===== src/rtl/bht_pkg.sv =====
// Shared types, 2-bit counter encodings and saturating-counter helpers for the
// branch history table.
package bht_pkg;

   localparam int unsigned MAX_CNT_W = 16;

   typedef logic [MAX_CNT_W-1:0] cnt_word_t;

   // Classic 2-bit counter encodings
   localparam logic [1:0] SNT = 2'b00;
   localparam logic [1:0] WNT = 2'b01;
   localparam logic [1:0] WT  = 2'b10;
   localparam logic [1:0] ST  = 2'b11;

   // Weakly-not-taken reset value: 2^(width-1) - 1
   function automatic cnt_word_t wnt_init(input int unsigned width);
      int unsigned v;
      v = (32'd1 << (width - 32'd1)) - 32'd1;
      return cnt_word_t'(v);
   endfunction

   function automatic cnt_word_t cnt_max(input int unsigned width);
      int unsigned v;
      v = (32'd1 << width) - 32'd1;
      return cnt_word_t'(v);
   endfunction

   // One saturating step: taken counts up to all-ones, not-taken down to zero.
   function automatic cnt_word_t cnt_next(input cnt_word_t cnt,
                                          input logic taken,
                                          input int unsigned width);
      cnt_word_t mx;
      mx = cnt_max(width);
      if (taken) begin
         return (cnt == mx) ? cnt : cnt + cnt_word_t'(1);
      end
      return (cnt == '0) ? cnt : cnt - cnt_word_t'(1);
   endfunction

endpackage


===== src/rtl/bht_sat_counter.sv =====
// Combinational saturating-counter step. The 2-bit build uses the explicit
// SNT/WNT/WT/ST transition table; wider counters use the generic helper.
module bht_sat_counter
   import bht_pkg::*;
#(
   parameter int unsigned CNT_W = 2
) (
   input  logic [CNT_W-1:0] state,
   input  logic             taken,
   output logic [CNT_W-1:0] next_state,
   output logic             predict
);

   assign predict = state[CNT_W-1];

   if (CNT_W == 2) begin : g_classic
      always_comb begin
         next_state = state;
         case (state)
            SNT: next_state = taken ? WNT : SNT;
            WNT: next_state = taken ? WT  : SNT;
            WT:  next_state = taken ? ST  : WNT;
            ST:  next_state = taken ? ST  : WT;
            default: next_state = state;
         endcase
      end
   end else begin : g_generic
      assign next_state = CNT_W'(cnt_next(cnt_word_t'(state), taken, CNT_W));
   end

endmodule


===== src/rtl/bht_table.sv =====
// Branch history table: ENTRIES saturating counters, combinational lookup by PC,
// registered training from EX. Define BHT_GSHARE_EN to fold a global history into the index.
module bht_table
   import bht_pkg::*;
#(
   parameter  int unsigned ENTRIES = 64,
   parameter  int unsigned CNT_W   = 2,
   parameter  int unsigned PC_W    = 32,
   localparam int unsigned IDX_W   = $clog2(ENTRIES)
) (
   input  logic             i_clk,
   input  logic             i_reset,
   input  logic [PC_W-1:0]  i_lookup_pc,
   output logic [IDX_W-1:0] o_lookup_idx,
   output logic             o_predict,
   output logic [CNT_W-1:0] o_state,
   input  logic             i_upd_valid,
   input  logic [IDX_W-1:0] i_upd_idx,
   input  logic             i_upd_taken,
   output logic [IDX_W-1:0] o_ghr
);

   localparam logic [CNT_W-1:0] WNT_INIT = CNT_W'(wnt_init(CNT_W));

   if (ENTRIES < 2 || (ENTRIES & (ENTRIES - 1)) != 0) begin : g_bad_entries
      $error("bht_table: ENTRIES must be a power of two and at least 2");
   end
   if (CNT_W < 2 || CNT_W > MAX_CNT_W) begin : g_bad_cnt_w
      $error("bht_table: CNT_W out of range");
   end
   if (PC_W < IDX_W + 2) begin : g_bad_pc_w
      $error("bht_table: PC_W too narrow for the index");
   end

   logic [CNT_W-1:0] cnt_q [ENTRIES];
   logic [CNT_W-1:0] cnt_d [ENTRIES];
   logic [IDX_W-1:0] base_idx;
   logic [IDX_W-1:0] lookup_idx;
   logic [CNT_W-1:0] upd_state;
   logic [CNT_W-1:0] upd_next;
   logic             upd_pred_unused;
   logic             unused_pc_lo;

   // Word-aligned fetch: the two low PC bits never reach the index.
   assign base_idx     = i_lookup_pc[IDX_W+1:2];
   assign unused_pc_lo = ^i_lookup_pc[1:0];

   if (PC_W > IDX_W + 2) begin : g_pc_hi
      logic unused_pc_hi;
      assign unused_pc_hi = ^i_lookup_pc[PC_W-1:IDX_W+2];
   end

`ifdef BHT_GSHARE_EN
   logic [IDX_W-1:0] ghr_q;
   logic [IDX_W-1:0] ghr_d;

   always_comb begin
      ghr_d = ghr_q;
      if (i_upd_valid) begin
         ghr_d = IDX_W'({ghr_q, i_upd_taken});
      end
   end

   always_ff @(posedge i_clk or posedge i_reset) begin
      if (i_reset) begin
         ghr_q <= '0;
      end else begin
         ghr_q <= ghr_d;
      end
   end

   assign lookup_idx = base_idx ^ ghr_q;
   assign o_ghr      = ghr_q;
`else
   assign lookup_idx = base_idx;
   assign o_ghr      = '0;
`endif

   // Training path: the index from EX is used exactly as supplied.
   assign upd_state = cnt_q[i_upd_idx];

   bht_sat_counter #(
      .CNT_W (CNT_W)
   ) u_upd_ctr (
      .state      (upd_state),
      .taken      (i_upd_taken),
      .next_state (upd_next),
      .predict    (upd_pred_unused)
   );

   always_comb begin
      for (int i = 0; i < int'(ENTRIES); i++) begin
         cnt_d[i] = cnt_q[i];
      end
      if (i_upd_valid) begin
         cnt_d[i_upd_idx] = upd_next;
      end
   end

   always_ff @(posedge i_clk or posedge i_reset) begin
      if (i_reset) begin
         for (int i = 0; i < int'(ENTRIES); i++) begin
            cnt_q[i] <= WNT_INIT;
         end
      end else begin
         for (int i = 0; i < int'(ENTRIES); i++) begin
            cnt_q[i] <= cnt_d[i];
         end
      end
   end

   // Lookup reads registered state only, so a same-cycle update is seen next cycle.
   assign o_lookup_idx = lookup_idx;
   assign o_state      = cnt_q[lookup_idx];
   assign o_predict    = o_state[CNT_W-1];

endmodule


===== config.mk =====
export PLATFORM = sky130hd
export DESIGN_NAME = bht_table
export DESIGN_NICKNAME = d
export VERILOG_FILES = /design/src/rtl/bht_pkg.sv /design/src/rtl/bht_sat_counter.sv /design/src/rtl/bht_table.sv
export SDC_FILE = /design/constraint.sdc
export NUM_CORES = 1
export LEC_CHECK = 0
export CAP_MARGIN = 20
export CORE_ASPECT_RATIO = 0.7
export CORE_MARGIN = 8
export CORE_UTILIZATION = 53
export DETAILED_ROUTE_END_ITERATION = 8
export GPL_TIMING_DRIVEN = 0
export PLACE_DENSITY_LB_ADDON = 0.2
export REMOVE_ABC_BUFFERS = 1
export SYNTH_ARGS = -nofsm -noshare
export SYNTH_HDL_FRONTEND = slang
export SYNTH_SLANG_ARGS = --single-unit

===== constraint.sdc =====
create_clock -name i_clk -period 4 [get_ports i_clk]
set_clock_uncertainty 0.15 [all_clocks]
set_input_delay 0.8 -clock i_clk [delete_from_list [all_inputs] [get_ports i_clk]]
set_output_delay 0.8 -clock i_clk [all_outputs]
set_load 0.02 [all_outputs]

==> flow_summary.json <==
{
  "status": "finished, final reports clean",
  "final_cell_mix": "nand2_1 (207), o21ai_1 (125), dfstp_2 (64), dfrtp_1 (64), mux4_2 (49)",
  "fin_nets": 750,
  "antenna_found_initial": 0,
  "powerDensity_mw_per_mm2": 483.6,
  "portBuffers": 24,
  "hold_viol_final": 0,
  "drt_wl_total_microns": 20830,
  "busiest_layer": "met2",
  "maxSlewViolCount": 0,
  "hold_class": "reg2reg",
  "worst_pin_slew_ps": 1167,
  "rows": 35,
  "start_util": 0.5447,
  "place_area_sq_mm": 0.007477,
  "peakVddDrop_uv": 250.9,
  "die_area_sq_mm": 0.01759,
  "end_kind": "output port",
  "clock_sink_count": 128,
  "cts_tree": "done",
  "hold_path_depth": 2,
  "drv_cap": 0,
  "vias_per_cell": 6.464,
  "ioPinCount": 57,
  "first_global_vias": 5658,
  "worst_ep_required_time_ps": 3050,
  "reg2regPathDepth": 7,
  "rsz0062_at_grt": "false",
  "synth.top_cell.area_share": 0.2342,
  "crit_type": "in2out",
  "gr-usage-met2": 0.3486,
  "diodes": 0,
  "die_y_microns": 113.4,
  "drt_iter0_markers": 654,
  "fill_cells": 1006,
  "largest_register_ffs": 128,
  "layout_commonest_cell": "nand2_1",
  "drive_gt1_frac": 0.2497,
  "max_freq_mhz": 254.3,
  "synth_edf_count": 0,
  "grt_pass1_wl_microns": 32710,
  "path_max_fanout": 19,
  "die_x_microns": 155.1,
  "syn_inst": 706,
  "yosysUniqueCellTypes": 59,
  "min_period_ps": 3932,
  "crit-reg2reg-launch": "cnt_q[33]",
  "power_w": 0.003958,
  "clkLatencyLatePin_ps": 420,
  "grtUsageMet3": 0.07216,
  "synthToLayoutAreaGrowth_pct": 13.99,
  "hp-start": "cnt_q[26]",
  "ys_ff_latch": 128,
  "overflow": 0,
  "synth_largest_area_cell": "dfstp_2",
  "vias": 5856,
  "start_kind": "input port",
  "fin_area_sq_mm": 0.008184,
  "multi_input_area_sq_mm": 0.003603,
  "dp_hpwl_microns": 13510,
  "cts_hold_buf": 0,
  "core_area_sq_mm": 0.01318,
  "synth_seq_area_share": 0.4573,
  "drc": 0,
  "dp_slack_ps": -1094,
  "path_clk_slew_ps": 50,
  "grt_use_met1": 0.3381,
  "setup_ws_ps": 67.84,
  "antenna_left": 0,
  "critPathArrivalTime_ps": 2980,
  "post_cts_buffers": 0,
  "gp_congestion": 0.8876,
  "ys_warn_count": 0,
  "drt_first_pass_iters": 5,
  "wl_per_cell_microns": 22.99,
  "reg_top3": "cnt_q x128",
  "dominantRegCellSynth": "dfstp_2",
  "largest_register": "cnt_q",
  "avgSynthCellArea_sq_um": 10.17,
  "h-tree-depth": 4,
  "cts-root-buf": "clkbuf_16",
  "slew_headroom": 0.2188,
  "async_flop_share": 1.000,
  "grt_max_degree": 90,
  "finalSetupViolations": 0,
  "synth_area_sq_mm": 0.007179,
  "power_leakage_nw": 3.152,
  "fin_crit_sh": 0.9830,
  "startpoint": "i_lookup_pc[2]",
  "cts_buffer_depth": 2,
  "globalRouteTotalUtil": 0.2420,
  "synthTopCellsByArea": "dfstp_2 (23%), dfrtp_1 (22%), mux4_2 (15%), nand2_1 (11%), o21ai_1 (8.7%)",
  "cts_buffers": 17,
  "regArea_sq_mm": 0.003283
}
-- metrics by stage --
stage          setup TNS [ps]  instances  hold WS (ps)  utilization
4_1_cts                -49.79        903         322.1       0.6197
2_1_floorplan          -16430        655         297.4            -
3_5_place_dp          -118450        870         313.6       0.5673
6_report                    0        906         322.3       0.6209
5_1_grt                     0        906         341.8       0.6209
3_3_place_gp          -436960        864         307.7       0.5583
-- power by group --
group          internal, W  switching [W]  total (W)
Combinational     0.000280       0.000362   0.000642
Clock              0.00106       0.000601    0.00166
Sequential         0.00152       0.000135    0.00165
Total              0.00286        0.00110    0.00396
-- final timing paths --
kind                                   end  slack [ps]
worst max-delay path            o_state[0]          70
worst min-delay path             cnt_q[26]         320
worst max register to register  cnt_q[105]         940
worst min register to register   cnt_q[26]         320
max in group asynchronous        cnt_q[94]        2320
min in group asynchronous       cnt_q[101]         600
-- metal layers --
layer,vias up,wire length [microns]
met5,-,0
met4,0,587
met3,58,2156
met2,353,9220
met1,2887,8863
li1,2558,-
-- logic make-up (layout without fill, tap and decap cells) --
| logic type | Yosys count | in the layout | synth area share |
|---|---|---|---|
| DFF | 128 | 128 | 0.4573 |
| adders and majority gates | 2 | 3 | 0.003485 |
| muxes | 81 | 81 | 0.2002 |
| AOI/OAI and AO/OA | 185 | 185 | 0.1518 |
| and+or+nand+nor | 245 | 245 | 0.1392 |
| other | 1 | 6 | 0.0005223 |
| buffers and inverters | 64 | 73 | 0.04740 |
-- synthesized netlist by cell type, types with 2 or more instances --
cell       number
inv_1           7
mux4_2         49
nor3_1          3
o211ai_1        3
a31oi_1         2
o21ai_0         9
nand3_1         5
nor2_1         12
buf_4          21
a221o_1         4
buf_1           7
a22oi_1         6
dfrtp_1        64
nand2_1       207
a21oi_1         4
a221oi_1        5
o2bb2ai_1       2
nand2b_1        3
and3b_1         2
o21ai_1       125
and3_1          2
dfstp_2        64
mux2i_1        21
clkbuf_1       11
o22ai_1         8
buf_2          17
mux2_1          5
mux2_2          6
nor2b_1         2
-- critical path, stage by stage --
cell and delay [ps]:
buf_16 180, buf_16 170, mux4_2 540, mux4_2 510, mux4_2 500, clkdlybuf4s15_2 270
-- cell type report --
class,count,area share
clock buffer,19,0.05412
sequential,128,0.4012
multi-input combinational,520,0.4403
inverter,8,0.004281
clock inverter,13,0.02293
tap,185,0.02828
timing repair buffer,33,0.04892
-- repair_timing --
item                       in CTS  in global routing
setup endpoints to repair     131                100
gates resized for setup        17                  7
pin swaps                       0                  1
cloned                          1                  1
No activity file was read; power rests on OpenSTA's default activity.
